==> src/rtl/lvds_align_if.sv <==
// Bundle of the alignment controller's request, clock-lane and status signals.
// master: the LVDS front end / system side; slave: the alignment controller.
interface lvds_align_if #(
  parameter int unsigned C_PORT_NUM = 4
);
  logic                      ALIGN_START_I;
  logic [7*C_PORT_NUM-1:0]   CLKLANE_I;
  logic [C_PORT_NUM-1:0]     BITSLIP_O;
  logic [C_PORT_NUM-1:0]     LOCKED_O;
  logic [C_PORT_NUM-1:0]     FAIL_O;
  logic                      ALL_LOCKED_O;
  logic                      BUSY_O;

  modport master (
    output ALIGN_START_I,
    output CLKLANE_I,
    input  BITSLIP_O,
    input  LOCKED_O,
    input  FAIL_O,
    input  ALL_LOCKED_O,
    input  BUSY_O
  );

  modport slave (
    input  ALIGN_START_I,
    input  CLKLANE_I,
    output BITSLIP_O,
    output LOCKED_O,
    output FAIL_O,
    output ALL_LOCKED_O,
    output BUSY_O
  );
endinterface

==> src/rtl/lvds_align_ctrl.sv <==
// Word-alignment sequencer for the 7:1 LVDS receive front end.
// Ports are aligned one at a time: bitslip until the clock-lane word matches
// the LVDS clock pattern for C_MATCH_CNT consecutive cycles, or flag the port
// as failed after all 7 phases. Afterwards every locked port is monitored and
// drops lock after C_LOSS_CNT consecutive mismatches.
module lvds_align_ctrl #(
  parameter int unsigned C_PORT_NUM    = 4,
  parameter logic [6:0]  C_CLK_PATTERN = 7'b1100011,
  parameter int unsigned C_SETTLE_CYC  = 4,
  parameter int unsigned C_MATCH_CNT   = 16,
  parameter int unsigned C_LOSS_CNT    = 8
) (
  input  logic        CLK_I,
  input  logic        RST_I,
  lvds_align_if.slave bus
);

  localparam logic [2:0] S_IDLE    = 3'd0;
  localparam logic [2:0] S_SETTLE  = 3'd1;
  localparam logic [2:0] S_CHECK   = 3'd2;
  localparam logic [2:0] S_SLIP    = 3'd3;
  localparam logic [2:0] S_NEXT    = 3'd4;
  localparam logic [2:0] S_MONITOR = 3'd5;

  // Terminal counts: counters compare against N-1 so the Nth event fires.
  localparam logic [7:0] SETTLE_LAST = 8'(C_SETTLE_CYC - 1);
  localparam logic [7:0] MATCH_LAST  = 8'(C_MATCH_CNT - 1);
  localparam logic [7:0] LOSS_LAST   = 8'(C_LOSS_CNT - 1);
  localparam logic [7:0] LAST_PORT   = 8'(C_PORT_NUM - 1);
  // Slip count 6 means all seven phases of the 7-bit word have been tried.
  localparam logic [7:0] LAST_SLIP   = 8'd6;

  logic [2:0]            state;
  logic [7:0]            idx;
  logic [7:0]            slip_cnt;
  logic [7:0]            settle_cnt;
  logic [7:0]            match_cnt;
  logic [7:0]            loss_cnt [C_PORT_NUM];

  logic [C_PORT_NUM-1:0] bitslip_q;
  logic [C_PORT_NUM-1:0] locked_q;
  logic [C_PORT_NUM-1:0] fail_q;
  logic                  all_locked_q;
  logic                  busy_q;

  logic [C_PORT_NUM-1:0] port_match;
  logic [C_PORT_NUM-1:0] idx_oh;
  logic                  cur_match;
  logic                  start_ok;

  // Per-port pattern compare, one-hot of the port under alignment and its match.
  always_comb begin
    port_match = '0;
    idx_oh     = '0;
    cur_match  = 1'b0;
    for (int p = 0; p < C_PORT_NUM; p++) begin
      port_match[p] = (bus.CLKLANE_I[7*p +: 7] == C_CLK_PATTERN);
      if (idx == 8'(p)) begin
        idx_oh[p] = 1'b1;
        cur_match = port_match[p];
      end
    end
  end

  // A restart is honoured only while no alignment sequence is running.
  assign start_ok = bus.ALIGN_START_I && ((state == S_IDLE) || (state == S_MONITOR));

  // Alignment sequencer, lock monitor and registered status outputs.
  always_ff @(posedge CLK_I) begin
    if (RST_I) begin
      state        <= S_IDLE;
      idx          <= '0;
      slip_cnt     <= '0;
      settle_cnt   <= '0;
      match_cnt    <= '0;
      for (int p = 0; p < C_PORT_NUM; p++) loss_cnt[p] <= '0;
      bitslip_q    <= '0;
      locked_q     <= '0;
      fail_q       <= '0;
      all_locked_q <= 1'b0;
      busy_q       <= 1'b0;
    end else begin
      bitslip_q    <= '0;
      all_locked_q <= (state == S_MONITOR) && (&locked_q);
      if (start_ok) begin
        // Restart takes priority over any loss event in the same cycle.
        locked_q     <= '0;
        fail_q       <= '0;
        idx          <= '0;
        slip_cnt     <= '0;
        settle_cnt   <= '0;
        match_cnt    <= '0;
        for (int p = 0; p < C_PORT_NUM; p++) loss_cnt[p] <= '0;
        all_locked_q <= 1'b0;
        busy_q       <= 1'b1;
        state        <= S_SETTLE;
      end else begin
        case (state)
          S_SETTLE: begin
            if (settle_cnt == SETTLE_LAST) begin
              settle_cnt <= '0;
              match_cnt  <= '0;
              state      <= S_CHECK;
            end else begin
              settle_cnt <= settle_cnt + 8'd1;
            end
          end
          S_CHECK: begin
            if (cur_match) begin
              if (match_cnt == MATCH_LAST) begin
                locked_q <= locked_q | idx_oh;
                state    <= S_NEXT;
              end else begin
                match_cnt <= match_cnt + 8'd1;
              end
            end else begin
              match_cnt <= '0;
              if (slip_cnt < LAST_SLIP) begin
                // Pulse is visible for exactly the single SLIP cycle.
                bitslip_q <= idx_oh;
                state     <= S_SLIP;
              end else begin
                fail_q <= fail_q | idx_oh;
                state  <= S_NEXT;
              end
            end
          end
          S_SLIP: begin
            slip_cnt <= slip_cnt + 8'd1;
            state    <= S_SETTLE;
          end
          S_NEXT: begin
            if (idx == LAST_PORT) begin
              busy_q <= 1'b0;
              state  <= S_MONITOR;
            end else begin
              idx      <= idx + 8'd1;
              slip_cnt <= '0;
              state    <= S_SETTLE;
            end
          end
          S_MONITOR: begin
            // Locked ports are watched in parallel; unlocked ones are left alone.
            for (int p = 0; p < C_PORT_NUM; p++) begin
              if (locked_q[p] && !port_match[p]) begin
                if (loss_cnt[p] == LOSS_LAST) begin
                  locked_q[p] <= 1'b0;
                  loss_cnt[p] <= '0;
                end else begin
                  loss_cnt[p] <= loss_cnt[p] + 8'd1;
                end
              end else begin
                loss_cnt[p] <= '0;
              end
            end
          end
          S_IDLE: begin
            busy_q <= 1'b0;
          end
          default: begin
            busy_q <= 1'b0;
            state  <= S_IDLE;
          end
        endcase
      end
    end
  end

  assign bus.BITSLIP_O    = bitslip_q;
  assign bus.LOCKED_O     = locked_q;
  assign bus.FAIL_O       = fail_q;
  assign bus.ALL_LOCKED_O = all_locked_q;
  assign bus.BUSY_O       = busy_q;

endmodule
==> src/flat_wrapper.sv <==
// flat-port wrapper written by rule: the top's interface ports become plain ports
module lvds_align_ctrl_flat 
#(
  parameter int unsigned C_PORT_NUM    = 4,
  parameter logic [6:0]  C_CLK_PATTERN = 7'b1100011,
  parameter int unsigned C_SETTLE_CYC  = 4,
  parameter int unsigned C_MATCH_CNT   = 16,
  parameter int unsigned C_LOSS_CNT    = 8
)
  (CLK_I, RST_I, bus_ALIGN_START_I, bus_CLKLANE_I, bus_BITSLIP_O, bus_LOCKED_O, bus_FAIL_O, bus_ALL_LOCKED_O, bus_BUSY_O);
  lvds_align_if #(.C_PORT_NUM(C_PORT_NUM)) bus_i ();
  input  logic CLK_I;
  input  logic RST_I;
  input wire logic [$bits(bus_i.ALIGN_START_I)-1:0] bus_ALIGN_START_I;
  input wire logic [$bits(bus_i.CLKLANE_I)-1:0] bus_CLKLANE_I;
  output wire logic [$bits(bus_i.BITSLIP_O)-1:0] bus_BITSLIP_O;
  output wire logic [$bits(bus_i.LOCKED_O)-1:0] bus_LOCKED_O;
  output wire logic [$bits(bus_i.FAIL_O)-1:0] bus_FAIL_O;
  output wire logic [$bits(bus_i.ALL_LOCKED_O)-1:0] bus_ALL_LOCKED_O;
  output wire logic [$bits(bus_i.BUSY_O)-1:0] bus_BUSY_O;
  assign bus_i.ALIGN_START_I = bus_ALIGN_START_I;
  assign bus_i.CLKLANE_I = bus_CLKLANE_I;
  assign bus_BITSLIP_O = bus_i.BITSLIP_O;
  assign bus_LOCKED_O = bus_i.LOCKED_O;
  assign bus_FAIL_O = bus_i.FAIL_O;
  assign bus_ALL_LOCKED_O = bus_i.ALL_LOCKED_O;
  assign bus_BUSY_O = bus_i.BUSY_O;
  lvds_align_ctrl #(.C_PORT_NUM(C_PORT_NUM), .C_CLK_PATTERN(C_CLK_PATTERN), .C_SETTLE_CYC(C_SETTLE_CYC), .C_MATCH_CNT(C_MATCH_CNT), .C_LOSS_CNT(C_LOSS_CNT)) u_core (.CLK_I(CLK_I), .RST_I(RST_I), .bus(bus_i));
endmodule
==> config.mk <==
export PLATFORM = sky130hd
export DESIGN_NAME = lvds_align_ctrl_flat
export DESIGN_NICKNAME = d
export VERILOG_FILES = /design/src/rtl/lvds_align_if.sv /design/src/rtl/lvds_align_ctrl.sv /design/src/flat_wrapper.sv
export SDC_FILE = /design/constraint.sdc
export NUM_CORES = 1
export LEC_CHECK = 0
export BUFFER_PORTS_ARGS = -buffer_cell sky130_fd_sc_hd__buf_2
export CAP_MARGIN = 10
export CORE_UTILIZATION = 60
export DETAILED_ROUTE_END_ITERATION = 12
export PLACE_DENSITY = 0.79
export SYNTH_ARGS = -nofsm -noshare
export SYNTH_HDL_FRONTEND = slang
export SYNTH_SLANG_ARGS = --single-unit
==> constraint.sdc <==
create_clock -name CLK_I -period 4.19 [get_ports CLK_I]
set_clock_uncertainty 0.05 [all_clocks]
set_input_delay 0.838 -clock CLK_I [delete_from_list [all_inputs] [get_ports CLK_I]]
set_output_delay 0.838 -clock CLK_I [all_outputs]
set_load 0.005 [all_outputs]
# --- Yosys cells after proc, flatten, opt, wreduce, memory -nomap -nowiden ---
# Memories as Yosys holds them, arrays and structs flattened.
# Cells that the tools add are included.
# Widths: inputs -> output; s select.
word_totals:
  reg_bits: 49
  ramBits: 32
  in_bits: 31
  out_inout_bits: 14
  wordCells: 241
  n_memories: 1
classes:
  addsub: 8
  magnitude_cmp: 1
  eq_ne: 37
  muxes: 125
  n_bitwise: 23
  n_reduce_logical: 32
mem_list:
  columns: ["name", "depth", "width", "rd", "rd_ports_with_merged_regs", "wr", "line", "rtl"]
  rows:
  - ["u_core.loss_cnt", 4, 8, 4, 0, 4, "lvds_align_ctrl.sv:38", "logic [7:0] loss_cnt [C_PORT_NUM];"]
ops:
  columns: ["operator", "n"]
  rows:
  - ["$mux 8", 21]
  - ["$mux 1", 92]
  - ["$add 8x1->8 const B", 8]
  - ["$eq 8x3->1 const B", 4]
  - ["$pmux 8 s2", 2]
  - ["$eq 7x7->1 const B", 4]
  - ["$eq 8x2->1 const B", 3]
  - ["$reduce_and 5->1", 4]
  - ["$ne 2x2->1 const B", 9]
  - ["$or 1x1->1", 16]
  - ["$mux 3", 5]
  - ["$pmux 3 s5", 1]
  - ["$reduce_and 3->1", 4]
  - ["$ne 2x1->1 const B", 5]
  - ["$eq 8x1->1 const B", 1]
  - ["$eq 8x4->1 const B", 1]
  - ["$logic_not 8->1", 1]
  - ["$lt 8x3->1 const B", 1]
  - ["$mux 4", 2]
  - ["$or 4x4->4", 2]
  - ["$pmux 4 s2", 1]
  - ["$eq 3x2->1 const B", 2]
  - ["$eq 3x3->1 const B", 2]
  - ["$logic_and 1x1->1", 6]
  - ["other kinds (15)", 29]

# --- Longest topological paths before layout ---
# Gate-level depths: netlist of run 1.
depth:
  depth_word: 11
  ltp_mapped: 8
  depth_no_buf: 7

# --- Least setup slack after synthesis of run 1 ---
# OpenSTA, ideal clock, no wires.
synth_path:
  path_kind: "input -> register"
  from: "in bus_CLKLANE_I[4]"
  to: "reg u_core.match_cnt[2]"
  setup_ns: 0.086
  arrival_time_ns: 2.362
  t_required_ns: 4.054
  slack_ns: 1.692
  path_stages: 6
  cell_sequence: "nand4bb_1 > o41a_1 > a2111oi_2 > buf_4 > o21ai_1 > a211oi_1"
synth_between:
  elab_chain_cells: 7
  word_cells_on_any_way: 9
synth_rtl:
  columns: ["element", "line", "rtl"]
  rows:
  - ["start: declaration", "flat_wrapper.sv:15", "input wire logic [$bits(bus_i.CLKLANE_I)-1:0] bus_CLKLANE_I;"]
  - ["$eq 7x7->1 *", "lvds_align_ctrl.sv:57", "port_match[p] = (bus.CLKLANE_I[7*p +: 7] == C_CLK_PATTERN);"]
  - ["$mux 1 * (4 in series)", "lvds_align_ctrl.sv:58", "if (idx == 8'(p)) begin"]
  - ["$ne 3x3->1 (no source line) or $mux 8 (tied branches)", null, null]
  - ["$reduce_and 3->1 (no source line) or $pmux 8 s2 (tied branches)", null, null]
  - ["end signal: assignment", "lvds_align_ctrl.sv:114", "match_cnt <= match_cnt + 8'd1;"]
  - ["end: declaration", "lvds_align_ctrl.sv:37", "logic [7:0] match_cnt;"]
# Mark *: on every way between the ends. The rest lies on a longest branch, timed or not.
# A chain may end at the register's enable or synchronous reset.

==> results by group, run 1 <==
Clock tree
  • TritonCTS clock tree: built
  • Sink Count: 81
  • Worst skew pair latency: 0.36 ns
  • Post-CTS Setup Bufs: 0
  • CTS buffer count: 9
  • Clock tree buffer depth: 2
  • Clock root cell: clkbuf_8
  • CTS clock-pin slew for the worst setup and hold paths: 0.08 ns
  • Hold-fix buffers at CTS: 0
  • H-tree depth: 3
  • Post-CTS Resized: 0

Setup path
  • Crit-path max FO: 12
  • R2R setup slack: 1.49 ns
  • CP Launch Type: input port
  • Crit path kind: in -> reg
  • Arrival time at the worst endpoint: 3.00 ns
  • Worst Path Required: 4.42 ns
  • Crit. End Element: flop

Yosys
  • Post-synth EDFFs: 24
  • Synth Area in Compound Gates: 0.139
  • Synth area leader: dfxtp_1
  • Part of the Yosys area used for sequential elements: 0.428
  • Cells after Synth: 489
  • Synth Area in XOR/XNOR: 0.0765
  • Mapped Area: 0.00435 mm2
  • Most common cell in the synthesized netlist: nor2_1
  • Largest family of logic cells by synthesized area: simple AND/OR/NAND/NOR gates
  • Area contributors post-synth: dfxtp_1 (26%), edfxtp_1 (17%), nor2_1 (5.4%)
  • Synth Area in Adders: 0.0316
  • Simple-gate portion of the synthesized area: 0.290
  • Mux share of post-synthesis cell area: 0.00460
  • Syn Nets: 531
  • Post-synth top area share: 0.262
  • Synth top cells by count: nor2_1 (63), dfxtp_1 (57), nand2_1 (51)
  • Unique masters post-synth: 60
  • Avg Inst Size Synth: 8.90 um2
  • Synth Flop Type: dfxtp_1
  • Synth Warn #: 0
  • FF+latch count, synth: 81
  • Asr flop ratio synth: 0

Global route
  • Initial antenna violation count: 0
  • Total GRT Usage: 0.277
  • Grt total ovfl: 0
  • Vias in the first global route: 3,567
  • First-pass GRT wire length: 16.3 mm
  • Largest net degree at the start of global routing: 28

Finish
  • Finished Core Util: 0.706
  • Nets: 573
  • Number of antenna diodes: 0
  • Share of cells above drive strength 1: 0.144
  • Area delta synth->final: 12.0%

Place
  • IO Port Bufs: 44
  • Post-Place Worst Slack: 1.13 ns
  • DP HPWL: 7.13 mm
  • GP Congestion: 0.861

Power and ir drop
  • Maximum vdd drop: 0.238 mV
  • Power density cells: 329 mW/mm2
  • Design Power: 1.60 mW
  • Leakage: 1.79 nW

Timing
  • # setup viols final: 0
  • Fin. max-slew vios: 0
  • Final WS setup: 1.42 ns
  • Tmin final: 2.77 ns
  • Total Neg Setup Slack: 0 ns
  • Hold Vio Cnt, Final: 0
  • Slew HR: 0.316
  • Tcrit/Tclk final: 0.661
  • Least-Margin Pin Slew: 1.02 ns
  • Max Clock Freq: 361 MHz
  • RSZ-0062 raised after global routing: false

Route
  • DRC viols: 0
  • Routed Antenna Nets: 0
  • TritonRoute pass-1 iters: 5
  • Iter 0 DRT Violations: 305
  • Routed WL: 9.94 mm
  • Routed via count: 3,828
  • Wire per inst: 15.7 um
  • Vias per std cell: 6.06

Floorplanning
  • Row Count: 30
  • Initial Util: 0.630
  • Core area: 0.00691 mm2
  • Die Width: 87.2 um
  • Boundary pin count: 45
  • Die H: 87.2 um
  • Die footprint: 0.00760 mm2

Min path
  • Hold Path Class: reg -> reg

Flow run
  • Max Cap Viol: 0

Run status
  • Run status: completed
## per-stage QoR
| step | hold slack (ns) | instance area, um2 | cells |
|---|---|---|---|
| finish | 0.425 | 4870 | 632 |
| detailed placement | 0.406 | 4630 | 616 |
| global placement | 0.397 | 4630 | 616 |
| floorplan | 0.393 | 4350 | 489 |
| CTS | 0.422 | 4870 | 632 |
| global route | 0.450 | 4870 | 632 |
## cells by family after synthesis
logic type / count (synthesis)
AOI/OAI and AO/OA: 86
xor gates and xnor gates: 38
adders and majority gates: 11
buffers and inverters: 29
DFF: 81
muxes: 2
and+or+nand+nor: 242
## power breakdown
part | leakage (nW) | switching (mW) | internal, mW
registers | 0.720 | 0.0163 | 0.820
logic | 0.957 | 0.0442 | 0.0305
clock network | 0.117 | 0.291 | 0.399
total | 1.79 | 0.351 | 1.25
## area by class of cell
class                   instances  area (um2)
repair buffers                 47         243
multi-input cells             379        2360
inverters                      13        48.8
clock buffers                  10         128
fillers                       586        2030
clock inverters                 6         115
flip-flops and latches         81        1860
well taps                      96         120
## registers in the layout (all words and copies together), names as in the netlist
name	flops
u_core.match_cnt	8
u_core.bus.BUSY_O	1
u_core.bus.BITSLIP_O	4
u_core.slip_cnt	8
u_core.idx	8
u_core.bus.ALL_LOCKED_O	1
u_core.state	3
u_core.settle_cnt	8
u_core.loss_cnt	32
u_core.bus.FAIL_O	4
u_core.bus.LOCKED_O	4
## placed cells by master (no fill, tap or decap), types with 8 or more instances in the layout
| cell | instances |
|---|---|
| a21oi_1 | 20 |
| nor4_1 | 9 |
| inv_1 | 13 |
| nand3_1 | 30 |
| xor2_1 | 27 |
| edfxtp_1 | 24 |
| nor2_1 | 63 |
| nand2_1 | 51 |
| ha_1 | 11 |
| nor3_1 | 14 |
| nand4_1 | 8 |
| xnor2_1 | 11 |
| o2111ai_1 | 8 |
| and3_1 | 16 |
| o21ai_0 | 12 |
| buf_2 | 44 |
| clkbuf_8 | 9 |
| dfxtp_1 | 57 |
## final timing paths
check	from	to	cells past startpoint
setup / recovery	bus_CLKLANE_I[2]	u_core.loss_cnt[0][7]	6
hold / removal	u_core.bus.FAIL_O[2]	u_core.bus.FAIL_O[2]	1
setup reg to reg	u_core.idx[1]	u_core.bus.LOCKED_O[1]	8
hold reg to reg	u_core.bus.FAIL_O[2]	u_core.bus.FAIL_O[2]	1
## worst max-delay path: stages
cell and delay, ns:
buf_2 0.10, nand4bb_1 0.23, o31ai_1 0.74, a21oi_1 0.45
a211oi_1 0.38, mux2i_1 0.24
## routing by layer
metal | vias to the layer above | GRT usage | part of all wire | routed length, um
met1 | 1810 | 0.358 | 0.45 | 4440
li1 | 1881 | - | - | -
met2 | 128 | 0.465 | 0.48 | 4780
met4 | 0 | 0.0909 | 0.011 | 111
met5 | - | 0 | 0 | 0
met3 | 9 | 0.0578 | 0.061 | 602
Power figures use the tool's default switching activity.
==> run 2: changes to the inputs <==
--- a/config.mk
+++ b/config.mk
@@ -5,11 +5,12 @@
 export SDC_FILE = /design/constraint.sdc
 export NUM_CORES = 1
 export LEC_CHECK = 0
+export ABC_AREA = 1
 export BUFFER_PORTS_ARGS = -buffer_cell sky130_fd_sc_hd__buf_2
 export CAP_MARGIN = 10
-export CORE_UTILIZATION = 60
+export CORE_UTILIZATION = 53
 export DETAILED_ROUTE_END_ITERATION = 12
-export PLACE_DENSITY = 0.79
+export PLACE_DENSITY = 0.74
 export SYNTH_ARGS = -nofsm -noshare
 export SYNTH_HDL_FRONTEND = slang
 export SYNTH_SLANG_ARGS = --single-unit
==> constraint.sdc (replaced) <==
create_clock -name CLK_I -period 2.5 [get_ports CLK_I]
set_clock_uncertainty 0.05 [all_clocks]
set_input_delay 0.5 -clock CLK_I [delete_from_list [all_inputs] [get_ports CLK_I]]
set_output_delay 0.5 -clock CLK_I [all_outputs]
set_load 0.005 [all_outputs]
==> results by group, run 2 <==
Setup path
  • Arrival time at the worst endpoint: 2.15 ns (-0.85 ns)
  • Reg2reg path depth: 13 (+5)
  • Crit path kind: reg -> reg
  • Crit. End Element: flop
  • CP Launch Type: flop
  • Worst Path Required: 2.71 ns (-1.71 ns)
  • Crit-path max FO: 10 (-2)

Clock tree
  • TritonCTS clock tree: built
  • Clock root cell: clkbuf_8
  • Post-CTS Setup Bufs: 0 (unchanged)
  • Sink Count: 81 (unchanged)
  • Worst skew pair latency: 0.36 ns (about the same)
  • H-tree depth: 3 (unchanged)
  • CTS buffer count: 9 (unchanged)
  • CTS clock-pin slew for the worst setup and hold paths: 0.08 ns (about the same)
  • Clock tree buffer depth: 2 (unchanged)
  • Hold-fix buffers at CTS: 0 (unchanged)
  • Post-CTS Resized: 0 (unchanged)

Finish
  • Area delta synth->final: 13.7%
  • Largest register FFs: 32 (unchanged)
  • Finished Core Util: 0.623 (-0.0824)
  • Nets: 654 (+14%)
  • Share of cells above drive strength 1: 0.136 (-0.00751)
  • Commonest non-fill, non-tap cell in the layout: nand2_1
  • Post-Layout Cell Count: 719 (+14%)
  • Register area: 0.00186 mm2 (unchanged)
  • Commonest cells after routing, fill and taps aside: nand2_1 (103), nor2_1 (83), inv_1 (72), dfxtp_1 (57), buf_2 (44)
  • Biggest register: u_core.loss_cnt
  • Number of antenna diodes: 0 (unchanged)
  • Filler Cells Inserted: 694 (+18%)
  • Area taken by multi-input logic gates: 0.00206 mm2 (-13%)
  • Final instance area: 0.00482 mm2 (-1.2%)

Power and ir drop
  • Power density cells: 718 mW/mm2 (+120%)
  • Comb power frac: 0.211 (+0.164)
  • Share of total power in sequential cells: 0.468 (-0.055)
  • Net Switching: 1.05 mW (+200%)
  • Clock power frac: 0.321 (-0.110)
  • Maximum vdd drop: 0.538 mV (+130%)
  • Int Pwr: 2.41 mW (+93%)
  • Sw frac: 0.305 (+0.0853)
  • Leakage: 2.00 nW (+12%)

Global route
  • Vias in the first global route: 3,398 (-4.7%)
  • Largest net degree at the start of global routing: 25 (-11%)
  • Grt total ovfl: 0 (unchanged)
  • First-pass GRT wire length: 14.4 mm (-12%)
  • Initial antenna violation count: 0 (unchanged)
  • Total GRT Usage: 0.213 (-0.0643)

Yosys
  • Syn Nets: 599 (+13%)
  • Post-synth top area share: 0.269 (+0.00713)
  • Cells after Synth: 557 (+14%)
  • Area contributors post-synth: dfxtp_1 (27%), edfxtp_1 (17%), nand2_1 (9.1%)
  • Post-synth EDFFs: 24 (unchanged)
  • Synth Flop Type: dfxtp_1
  • Most common cell in the synthesized netlist: nand2_1
  • Synth area leader: dfxtp_1
  • Avg Inst Size Synth: 7.60 um2 (-15%)
  • Mapped Area: 0.00424 mm2 (-2.6%)
  • FF+latch count, synth: 81 (unchanged)
  • Synth top cells by count: nand2_1 (103), nor2_1 (83), inv_1 (72)
  • Synth Warn #: 0 (unchanged)
  • Asr flop ratio synth: 0 (unchanged)
  • Unique masters post-synth: 37 (-38%)
  • Part of the Yosys area used for sequential elements: 0.440 (+0.0116)

Route
  • Wire per inst: 11.7 um (-25%)
  • TritonRoute pass-1 iters: 4 (-1)
  • Vias per std cell: 5.15 (-15%)
  • Routed WL: 8.45 mm (-15%)
  • DRC viols: 0 (unchanged)
  • Routed via count: 3,704 (-3.2%)
  • Routed Antenna Nets: 0 (unchanged)
  • Iter 0 DRT Violations: 143 (-53%)

Timing
  • Hold Vio Cnt, Final: 0 (unchanged)
  • Tmin final: 1.94 ns
  • Total Neg Setup Slack: 0 ns (unchanged)
  • Slew HR: 0.576 (+0.260)
  • # setup viols final: 0 (unchanged)
  • Least-Margin Pin Slew: 0.630 ns (-0.387 ns)
  • Fin Hold WS: 0.371 ns (-0.0540 ns)
  • Max Clock Freq: 516 MHz
  • Fin. max-slew vios: 0 (unchanged)
  • Tcrit/Tclk final: 0.775
  • RSZ-0062 raised after global routing: false

Floorplanning
  • Core area: 0.00773 mm2 (+12%)
  • Die Width: 91.4 um (+4.9%)
  • Initial Util: 0.548 (-0.0818)
  • Row Count: 32 (+6.7%)
  • Boundary pin count: 45 (unchanged)
  • Die H: 91.4 um (+4.9%)
  • Die footprint: 0.00835 mm2 (+10%)

Place
  • GP Congestion: 0.870 (+1.1%)
  • DP HPWL: 6.29 mm (-12%)
  • Placed cell areas: 0.00459 mm2 (-0.95%)
  • IO Port Bufs: 44 (unchanged)
  • Placed insts: 703 (+14%)

Min path
  • Hold Path Class: in -> reg
  • Worst hold stages: 3 (+2)

Flow run
  • Max Cap Viol: 0 (unchanged)

Run status
  • Run status: completed
==> run 2: cell count changes after synthesis, sizes merged, moves of 8 or more <==
cell / previous run / this run
nor3: 14 / 23
nand3: 30 / 44
a21oi: 21 / 42
clkbuf: 12 / 3
xor2: 27 / 16
o2111ai: 8 / 0
nor2: 63 / 89
inv: 13 / 75
and3: 16 / 3
nand2: 51 / 110
or3: 8 / 0
==> run 2: through the flow <==
step                setup WS, ns  total power, mW
CTS                        0.559             3.49
detailed placement         0.491             2.38
global route               0.286             3.66
global placement           0.565             2.35
floorplan                  0.712             2.19
finish                     0.561             3.46
==> run 2: power groups by stage <==
| stage | Combinational, mW | Clock, mW | Sequential [mW] |
|---|---|---|---|
| final | 0.731 | 1.11 | 1.62 |
| after global routing | 0.837 | 1.19 | 1.64 |
| after CTS | 0.735 | 1.14 | 1.62 |
| after detailed placement | 0.733 | 0 | 1.64 |
| after global placement | 0.711 | 0 | 1.64 |
| after floorplan | 0.570 | 0 | 1.62 |
==> run 2: layer usage <==
layer | GRT usage | wire, um
met5 | 0 | 0
met4 | 0.0966 | 65
met3 | 0.0343 | 260
met2 | 0.365 | 4070
met1 | 0.262 | 4050
==> run 2: cell families after synthesis <==
group | count (synthesis) | synth area share
AOI/OAI and AO/OA | 71 | 0.0925
xor gates and xnor gates | 20 | 0.0414
adders and majority gates | 11 | 0.0325
buffers and inverters | 80 | 0.0744
DFF | 81 | 0.440
and+or+nand+nor | 294 | 0.320
==> run 2: path summary, 6_finish.rpt <==
path	startpoint	endpoint	slack, ns
setup / recovery	u_core.idx[0]	u_core.match_cnt[3]	0.56
hold / removal	bus_ALIGN_START_I	u_core.state[0]	0.37
setup reg to reg	u_core.idx[0]	u_core.match_cnt[3]	0.56
hold reg to reg	u_core.bus.FAIL_O[0]	u_core.bus.FAIL_O[0]	0.40
==> run 2: worst max-delay path, cell delays in order (launching register included) <==
cell	delay, ns
dfxtp_1	0.33
inv_1	0.14
ha_1	0.17
nand2_1	0.08
nor2_1	0.21
nand3_1	0.12
nand3_2	0.08
nand2_2	0.08
nand2_4	0.12
nand3_4	0.11
nand2_4	0.15
inv_2	0.06
nor2_1	0.09
nor2_1	0.05
==> run 2: layout make-up <==
type	count	area share
Multi-Input combinational cell	396	0.427
Sequential cell	81	0.387
Inverter	75	0.0585
Timing Repair Buffer	49	0.0535
Clock buffer	12	0.0281
Tap cell	102	0.0265
Clock inverter	4	0.0195
